==> config.mk <==
export PLATFORM = sky130hd
export DESIGN_NAME = data_sram_resp
export DESIGN_NICKNAME = d
export VERILOG_FILES = /design/src/rtl/data_sram_resp.sv
export SDC_FILE = /design/constraint.sdc
export NUM_CORES = 1
export LEC_CHECK = 0
export CAP_MARGIN = 40
export CORE_UTILIZATION = 50
export DETAILED_ROUTE_END_ITERATION = 16
export MAX_ROUTING_LAYER = met4
export PLACE_DENSITY_LB_ADDON = 0.1
export SYNTH_ARGS = -nofsm -noshare
export SYNTH_HDL_FRONTEND = slang
export SYNTH_SLANG_ARGS = --single-unit
export TNS_END_PERCENT = 20
==> constraint.sdc <==
create_clock -name clk -period 5.6 [get_ports clk]
set_clock_uncertainty 0.15 [all_clocks]
set_input_delay 1.4 -clock clk [delete_from_list [all_inputs] [get_ports clk]]
set_output_delay 1.4 -clock clk [all_outputs]
set_load 0.01 [all_outputs]
==> src/rtl/data_sram_resp.sv <==
// data_sram_resp: CPU data port -> sync SRAM, 2-entry in-order queue; response at T+2+LATENCY, ready = (count < 2).
// DRESP_WSTRB_SIZE_EN: store byte enables follow data_size/addr; undefined, every store writes all four lanes.
module data_sram_resp #(
  parameter int LATENCY = 0
) (
  input  logic        clk,
  input  logic        reset,
  input  logic        data_addr_valid,
  output logic        data_addr_ready,
  input  logic        data_wr,
  input  logic [1:0]  data_size,
  input  logic [31:0] data_addr,
  input  logic [31:0] data_wdata,
  output logic        data_rvalid,
  output logic [31:0] data_rdata,
  output logic        data_bvalid,
  output logic        ram_en,
  output logic [3:0]  ram_we,
  output logic [31:0] ram_addr,
  output logic [31:0] ram_wdata,
  input  logic [31:0] ram_rdata
);
  typedef enum logic [1:0] {S_IDLE, S_ISSUE, S_WAIT, S_RESP} state_t;
  localparam logic [3:0] LAT_M1 = (LATENCY > 0) ? 4'(LATENCY - 1) : 4'd0;

  state_t      r_state;
  logic        r_q_wr    [2];
  logic [1:0]  r_q_size  [2];
  logic [31:0] r_q_addr  [2];
  logic [31:0] r_q_wdata [2];
  logic        r_wptr, r_rptr;
  logic [1:0]  r_count;
  logic [3:0]  r_cnt;
  logic        r_cur_wr;
  logic        r_cap;
  logic [31:0] r_rdata;
  logic        r_ram_en, r_rvalid, r_bvalid;
  logic [3:0]  r_ram_we;
  logic [31:0] r_ram_addr, r_ram_wdata;

  logic        w_q_empty, w_push, w_take, w_pop, w_push_q;
  logic        w_sel_wr;
  logic [1:0]  w_sel_size;
  logic [31:0] w_sel_addr, w_sel_wdata;
  logic [3:0]  w_we;

  assign data_addr_ready = (r_count < 2'd2);
  assign w_q_empty = (r_count == 2'd0);
  assign w_push    = data_addr_valid && data_addr_ready;
  assign w_take    = ((r_state == S_IDLE) || (r_state == S_RESP)) && (!w_q_empty || w_push);
  assign w_pop     = w_take && !w_q_empty;
  // An empty queue lets the incoming request go straight to the engine, giving ram_en at T+1.
  assign w_push_q  = w_push && !(w_take && w_q_empty);

  assign w_sel_wr    = w_q_empty ? data_wr    : r_q_wr[r_rptr];
  assign w_sel_size  = w_q_empty ? data_size  : r_q_size[r_rptr];
  assign w_sel_addr  = w_q_empty ? data_addr  : r_q_addr[r_rptr];
  assign w_sel_wdata = w_q_empty ? data_wdata : r_q_wdata[r_rptr];

  always_comb begin
    w_we = 4'b0000;
    if (w_sel_wr) begin
`ifdef DRESP_WSTRB_SIZE_EN
      case (w_sel_size)
        2'd0:    w_we = 4'b0001 << w_sel_addr[1:0];
        2'd1:    w_we = 4'b0011 << {w_sel_addr[1], 1'b0};
        default: w_we = 4'b1111;
      endcase
`else
      w_we = 4'b1111;
`endif
    end
  end

`ifndef DRESP_WSTRB_SIZE_EN
  logic w_unused;
  assign w_unused = ^{w_sel_size, w_sel_addr[1:0]};
`endif

  always_ff @(posedge clk or posedge reset) begin
    if (reset) begin
      r_count <= 2'd0;
      r_wptr  <= 1'b0;
      r_rptr  <= 1'b0;
    end else begin
      if (w_push_q) r_wptr <= ~r_wptr;
      if (w_pop)    r_rptr <= ~r_rptr;
      case ({w_push_q, w_pop})
        2'b10:   r_count <= r_count + 2'd1;
        2'b01:   r_count <= r_count - 2'd1;
        default: ;
      endcase
    end
  end

  always_ff @(posedge clk) begin
    if (w_push_q) begin
      r_q_wr[r_wptr]    <= data_wr;
      r_q_size[r_wptr]  <= data_size;
      r_q_addr[r_wptr]  <= data_addr;
      r_q_wdata[r_wptr] <= data_wdata;
    end
  end

  always_ff @(posedge clk or posedge reset) begin
    if (reset) begin
      r_state     <= S_IDLE;
      r_cnt       <= 4'd0;
      r_cur_wr    <= 1'b0;
      r_cap       <= 1'b0;
      r_rdata     <= 32'd0;
      r_ram_en    <= 1'b0;
      r_ram_we    <= 4'd0;
      r_ram_addr  <= 32'd0;
      r_ram_wdata <= 32'd0;
      r_rvalid    <= 1'b0;
      r_bvalid    <= 1'b0;
    end else begin
      r_ram_en <= 1'b0;
      r_ram_we <= 4'd0;
      r_rvalid <= 1'b0;
      r_bvalid <= 1'b0;
      r_cap    <= (r_state == S_ISSUE);
      if (r_cap) r_rdata <= ram_rdata;
      case (r_state)
        S_IDLE, S_RESP: begin
          if (w_take) begin
            r_state     <= S_ISSUE;
            r_ram_en    <= 1'b1;
            r_ram_we    <= w_we;
            r_ram_addr  <= {w_sel_addr[31:2], 2'b00};
            r_ram_wdata <= w_sel_wdata;
            r_cur_wr    <= w_sel_wr;
          end else begin
            r_state <= S_IDLE;
          end
        end
        S_ISSUE: begin
          if (LATENCY > 0) begin
            r_state <= S_WAIT;
            r_cnt   <= LAT_M1;
          end else begin
            r_state  <= S_RESP;
            r_rvalid <= !r_cur_wr;
            r_bvalid <= r_cur_wr;
          end
        end
        S_WAIT: begin
          if (r_cnt == 4'd0) begin
            r_state  <= S_RESP;
            r_rvalid <= !r_cur_wr;
            r_bvalid <= r_cur_wr;
          end else begin
            r_cnt <= r_cnt - 4'd1;
          end
        end
        default: r_state <= S_IDLE;
      endcase
    end
  end

  assign ram_en      = r_ram_en;
  assign ram_we      = r_ram_we;
  assign ram_addr    = r_ram_addr;
  assign ram_wdata   = r_ram_wdata;
  assign data_rvalid = r_rvalid;
  assign data_bvalid = r_bvalid;
  // With LATENCY=0 the response cycle is also the capture cycle, so RAM data is forwarded.
  assign data_rdata  = r_cap ? ram_rdata : r_rdata;
endmodule
; ---- Word-level counts from Yosys, hierarchy flattened
; Memory sizes are Yosys's and may differ from the RTL's.
; Cells that the tools add are included.
[op_classes]
n_addsub = 3
n_mul = 0
n_div = 0
n_lt_le_gt_ge = 1
eq_ne = 6
n_shift = 0
muxes = 19
n_bitwise = 3
reduce_logical = 17
[ops]
columns = cell, count
row1 = 32-bit two-way mux, 3
row2 = 4-bit two-way mux, 3
row3 = 1-bit two-way mux, 8
row4 = "2-bit equality test, second input constant", 3
row5 = 2-bit one-hot mux with 3 select lines, 1
row6 = 1-bit logical AND, 5
row7 = "2-bit by 1-bit equality test with 1-bit output, second input constant", 2
row8 = 2-bit logical NOT, 2
row9 = 4-bit logical NOT, 1
row10 = 1-bit one-hot mux with 2 select lines, 2
row11 = 2-bit one-hot mux with 2 select lines, 1
row12 = 2-bit AND reduction, 2
row13 = "4-bit by 1-bit subtractor with 4-bit output, second input constant", 1
row14 = 1-bit logical NOT, 3
row15 = 1-bit NOT, 3
row16 = "2-bit by 1-bit adder with 2-bit output, second input constant", 1
row17 = 1-bit logical OR, 2
row18 = "2-bit < comparator, second input constant", 1
row19 = 2-bit two-way mux, 1
row20 = "2-bit inequality test, second input constant", 1
row21 = 2-bit nonzero test, 1
row22 = 2-bit OR reduction, 1
row23 = "2-bit by 1-bit subtractor with 2-bit output, second input constant", 1
[word_totals]
reg_bits = 113
latch_bits = 0
ram_bits = 130
romBits = 0
output_inout_bits = 104
word_cells = 66
n_memories = 3
[mem_list]
columns = name, depth, word_bits, read_ports, rd_ports_with_merged_regs, wr, line_no
row1 = r_q_addr, 2, 32, 1, 0, 1, 29  ; logic [31:0] r_q_addr [2];
row2 = r_q_wdata, 2, 32, 1, 0, 1, 30  ; logic [31:0] r_q_wdata [2];
row3 = r_q_wr, 2, 1, 1, 0, 1, 27  ; logic r_q_wr [2];

; ---- Depth between registers and ports, before layout
[logic_depth]
depth_word = 9
mapped_depth = 10
ltp_nobuf = 8

; ---- Worst setup path before layout
; Ideal clock, no wire load.
[synth_path]
path_type = in2reg
startpoint = input port data_addr_valid
endpoint = memory r_q_addr[0][10], enable pin
setup_time_ps = 485
arrival_time_ps = 4226
slack_ps = 739
stages = 2
n_path_buf = 0
cell_sequence = o211ai_1 > nor2_1
[synth_via]
elab_chain_len = 8
[synth_rtl]
columns = item, line_no
row1 = start: declaration, 8  ; input logic data_addr_valid,
row2 = 1-bit logical AND *, 49  ; assign w_push = data_addr_valid && data_addr_ready;
row3 = 1-bit logical OR, 50  ; assign w_take = ((r_state == S_IDLE) || (r_state == S_RESP)) && (!w_q_empty || w_push);
row4 = 1-bit logical AND, 50
row5 = 1-bit logical AND, 53  ; assign w_push_q = w_push && !(w_take && w_q_empty);
row6 = 1-bit logical NOT, 53
row7 = 1-bit logical AND *, 53
row8 = 1-bit two-way mux *, 97  ; if (w_push_q) begin
row9 = 1-bit two-way mux (not written as such) *, 100  ; r_q_addr[r_wptr] <= data_addr;
row10 = end: declaration, 29
; Mark *: on every way between the ends. The rest lies on a longest branch, timed or not.

; ---- Worst setup path after layout
[layout_path]
startpoint = input port ram_rdata[30]
endpoint = output port data_rdata[30]
[layout_via]
elab_chain_len = 1
[layout_rtl]
columns = item, line_no
row1 = start: declaration, 21  ; input logic [31:0] ram_rdata
row2 = 32-bit two-way mux, 169  ; assign data_rdata = r_cap ? ram_rdata : r_rdata;
row3 = end: declaration, 15  ; output logic [31:0] data_rdata,
; Every way passes these cells.

==> impl_metrics.sql <==
INSERT INTO impl_metrics (metric_group, metric, value, unit) VALUES
('cts', 'clk-insertion-delay-late', '500', 'ps'),
('floorplanning', 'floorplan.initialDensity', '51.7', '%'),
('worst_setup_path', 'crit-reg2reg-launch', 'r_state[0]$_DFFE_PP0N_', ''),
('floorplanning', 'fp.dieH', '136', 'µm'),
('logic_synthesis', 'top_cells_by_area_in_the_synthesized_netlist', 'sky130_fd_sc_hd__edfxtp_1 42%, sky130_fd_sc_hd__dfrtp_1 30%, sky130_fd_sc_hd__mux2i_1 7.3%, sky130_fd_sc_hd__a221o_1 4.4%, sky130_fd_sc_hd__mux2_2 3.0%', ''),
('logic_synthesis', 'postSynthAreaPerCell', '16.5', 'µm²'),
('logic_synthesis', 'synth_enable_flop_cells', '126', ''),
('global_route', 'groute.usage.overall', '21.9', '%'),
('sta', 'setup_viol', '0', ''),
('detailed_routing', 'drt_iter0_drc', '282', ''),
('cts', 'clockBufferDepth', '3', ''),
('power_and_ir_drop', 'cellPowerDensity', '584', 'mW/mm²'),
('worst_setup_path', 'timing.critical_path.to', 'data_rdata[30]', ''),
('cts', 'count_of_buffers_added_by_post_cts_timing_repair_for_setup', '0', ''),
('outcome', 'run_status', 'finished, final reports clean', ''),
('logic_synthesis', 'post-synth-top-area-fraction', '41.9', '%'),
('cells_and_area', 'post_layout_nonfiller_instances', '989', ''),
('cts', 'cts.clk_slew.worst_paths', '60', 'ps'),
('cells_and_area', 'finish.instance_area', '0.0120', 'mm²'),
('worst_setup_path', 'cp-start-kind', 'input pin', ''),
('detailed_routing', 'route.detailed.vias_per_inst', '5.42', ''),
('cells_and_area', 'sequential_cell_area', '0.00654', 'mm²'),
('logic_synthesis', 'syn-instance-count', '547', ''),
('placed_design', 'place_inst', '946', ''),
('worst_setup_path', 'crit-reg2reg-capture', 'r_q_wdata[1][15]$_DFFE_PP_', ''),
('sta', 'drv_slew', '0', ''),
('sta', 'max-slew-margin-rel', '46.8', '%'),
('sta', 'finalCriticalPeriod', '4170', 'ps'),
('cts', 'postCtsResizedCells', '0', ''),
('logic_synthesis', 'ys_warn_count', '0', ''),
('sta', 'setup-tns-final', '0', 'ps'),
('floorplanning', 'dieWidth', '136', 'µm'),
('worst_setup_path', 'r2r_slack', '2870', 'ps'),
('cells_and_area', 'n_fill_cell', '1229', ''),
('placed_design', 'gpl.final_weighted_congestion', '0.760', ''),
('placed_design', 'portBuffers', '199', ''),
('cts', 'tritoncts.num_buffers', '24', ''),
('detailed_routing', 'wl_per_cell', '19.4', 'µm'),
('global_route', 'first_global_vias', '5669', ''),
('placed_design', 'place_hpwl', '12.0', 'mm'),
('worst_setup_path', 'timing.critical_path.from', 'ram_rdata[30]', ''),
('cts', 'cts-hold-fix-buffers', '0', ''),
('cts', 'cts_tree', 'done', ''),
('sta', 'tightestPinTransition', '798', 'ps'),
('cells_and_area', 'final_layout_size_suffix_gt1_share', '10.7', '%'),
('power_and_ir_drop', 'vdd_drop_max', '0.388', 'mV'),
('detailed_routing', 'detail_route.drc_violations', '0', ''),
('floorplanning', 'core_area', '0.0175', 'mm²'),
('worst_setup_path', 'worst-path-max-fanout', '2', ''),
('worst_setup_path', 'reg2regPathDepth', '6', ''),
('floorplanning', 'floorplan.die_area', '0.0186', 'mm²'),
('min_path', 'holdCritStartpoint', 'r_cur_wr$_DFFE_PP0P_', ''),
('detailed_routing', 'routed_wl', '19.1', 'mm'),
('logic_synthesis', 'count_of_distinct_cell_types_in_the_synthesized_netlist', '36', ''),
('logic_synthesis', 'synth_largest_area_cell', 'sky130_fd_sc_hd__edfxtp_1', ''),
('flow_run', 'timing.max_cap.violations', '0', ''),
('cells_and_area', 'antenna_cells_inserted', '0', ''),
('logic_synthesis', 'synth_seq_area_share', '72.3', '%'),
('floorplanning', 'io_pins', '206', ''),
('sta', 'final-hold-violation-count', '0', ''),
('cells_and_area', 'multi_input_comb_area', '0.00223', 'mm²'),
('cells_and_area', 'mostFrequentLayoutCells', '199 x sky130_fd_sc_hd__clkdlybuf4s50_1, 126 x sky130_fd_sc_hd__edfxtp_1, 109 x sky130_fd_sc_hd__dfrtp_1', ''),
('floorplanning', 'rows', '48', ''),
('cts', 'ctsHtreeMaxLevel', '1', ''),
('global_route', 'grt_first_pass_wirelength', '30.2', 'mm'),
('logic_synthesis', 'syn-cell-area', '0.00904', 'mm²'),
('worst_setup_path', 'worst_setup_path_end_kind', 'primary output', ''),
('cts', 'tritoncts_sinks', '236', ''),
('global_route', 'grt_max_degree', '56', ''),
('sta', 'setup_repair_after_global_routing_missed_its_margin', 'false', ''),
('logic_synthesis', 'register_bit_total_from_synthesis', '236', '');
-- final cells by class --
cell class	count	share of cell area [%]
sequential	236	54.5
clock buffer	40	6.10
multi-input combinational	263	18.6
inverter	12	0.396
tap	225	2.34
clock inverter	3	0.125
timing repair buffer	210	18.0
-- critical path, stage by stage --
cell                              delay, ps
sky130_fd_sc_hd__clkdlybuf4s50_1        410
sky130_fd_sc_hd__mux2_1                 320
sky130_fd_sc_hd__clkdlybuf4s50_1        490
-- synth_stat cells (all sizes together) (2+ instances only) --
library cell	number
buf	33
ha	5
nand2	24
nor2	49
dfrtp	110
and3	2
a221o	42
o21ai	4
nand3	2
edfxtp	126
mux2i	66
xnor2	6
mux2	33
o221a	21
inv	12
clkbuf	3
-- state kept, by name, indices dropped and copies added (netlist names), 2 cells and up --
signal and count:
ram_addr 30, ram_wdata 32, r_q_addr 60, r_rdata 32, r_q_wdata 64, r_state 2, r_cnt 4, r_count 2
r_q_wr 2
-- report_power, final --
part | leakage, nW | internal [mW] | total, mW | switching (mW)
registers | 2.46 | 2.44 | 2.75 | 0.311
logic | 1.86 | 1.47 | 2.76 | 1.29
clock network | 0.366 | 0.886 | 1.50 | 0.613
total | 4.69 | 4.80 | 7.01 | 2.21
-- stage by stage --
stage,setup slack [ps],hold WS [ps],util (%),total power [mW]
detailed placement,1420,298,64.4,5.57
CTS,1420,316,68.7,7.09
finish,1430,316,68.7,7.01
global placement,1450,299,63.9,5.45
floorplan,739,277,-,4.35
global route,1380,354,68.7,7.40
-- cells by family after synthesis --
logic type      Yosys count  synth area share [%]
flops                   236                  72.3
mux                      99                  11.4
simple gates             81                  3.67
compound gates           70                  7.96
buf+inv                  49                  3.30
xor+xnor                  6                 0.582
fa+ha+maj                 5                 0.692
other cells               1                0.0415
-- per-layer routing --
| layer | track usage, % | part of all wire [%] |
|---|---|---|
| met1 | 28.5 | 43 |
| met2 | 35.6 | 50 |
| met3 | 4.66 | 6.0 |
| met4 | 4.63 | 1.3 |
| met5 | - | 0 |
-- worst min-delay path by stage --
stage / to / slack [ps] / cells after the start
3_3_place_gp: data_rvalid$_DFF_PP0_ / 300 / 1
2_1_floorplan: data_rvalid$_DFF_PP0_ / 280 / 1
6_report: data_rvalid$_DFF_PP0_ / 320 / 1
3_5_place_dp: data_rvalid$_DFF_PP0_ / 300 / 1
5_1_grt: data_rvalid$_DFF_PP0_ / 350 / 1
4_1_cts: data_rvalid$_DFF_PP0_ / 320 / 1
Note: power is estimated with default switching activity, not from simulation.
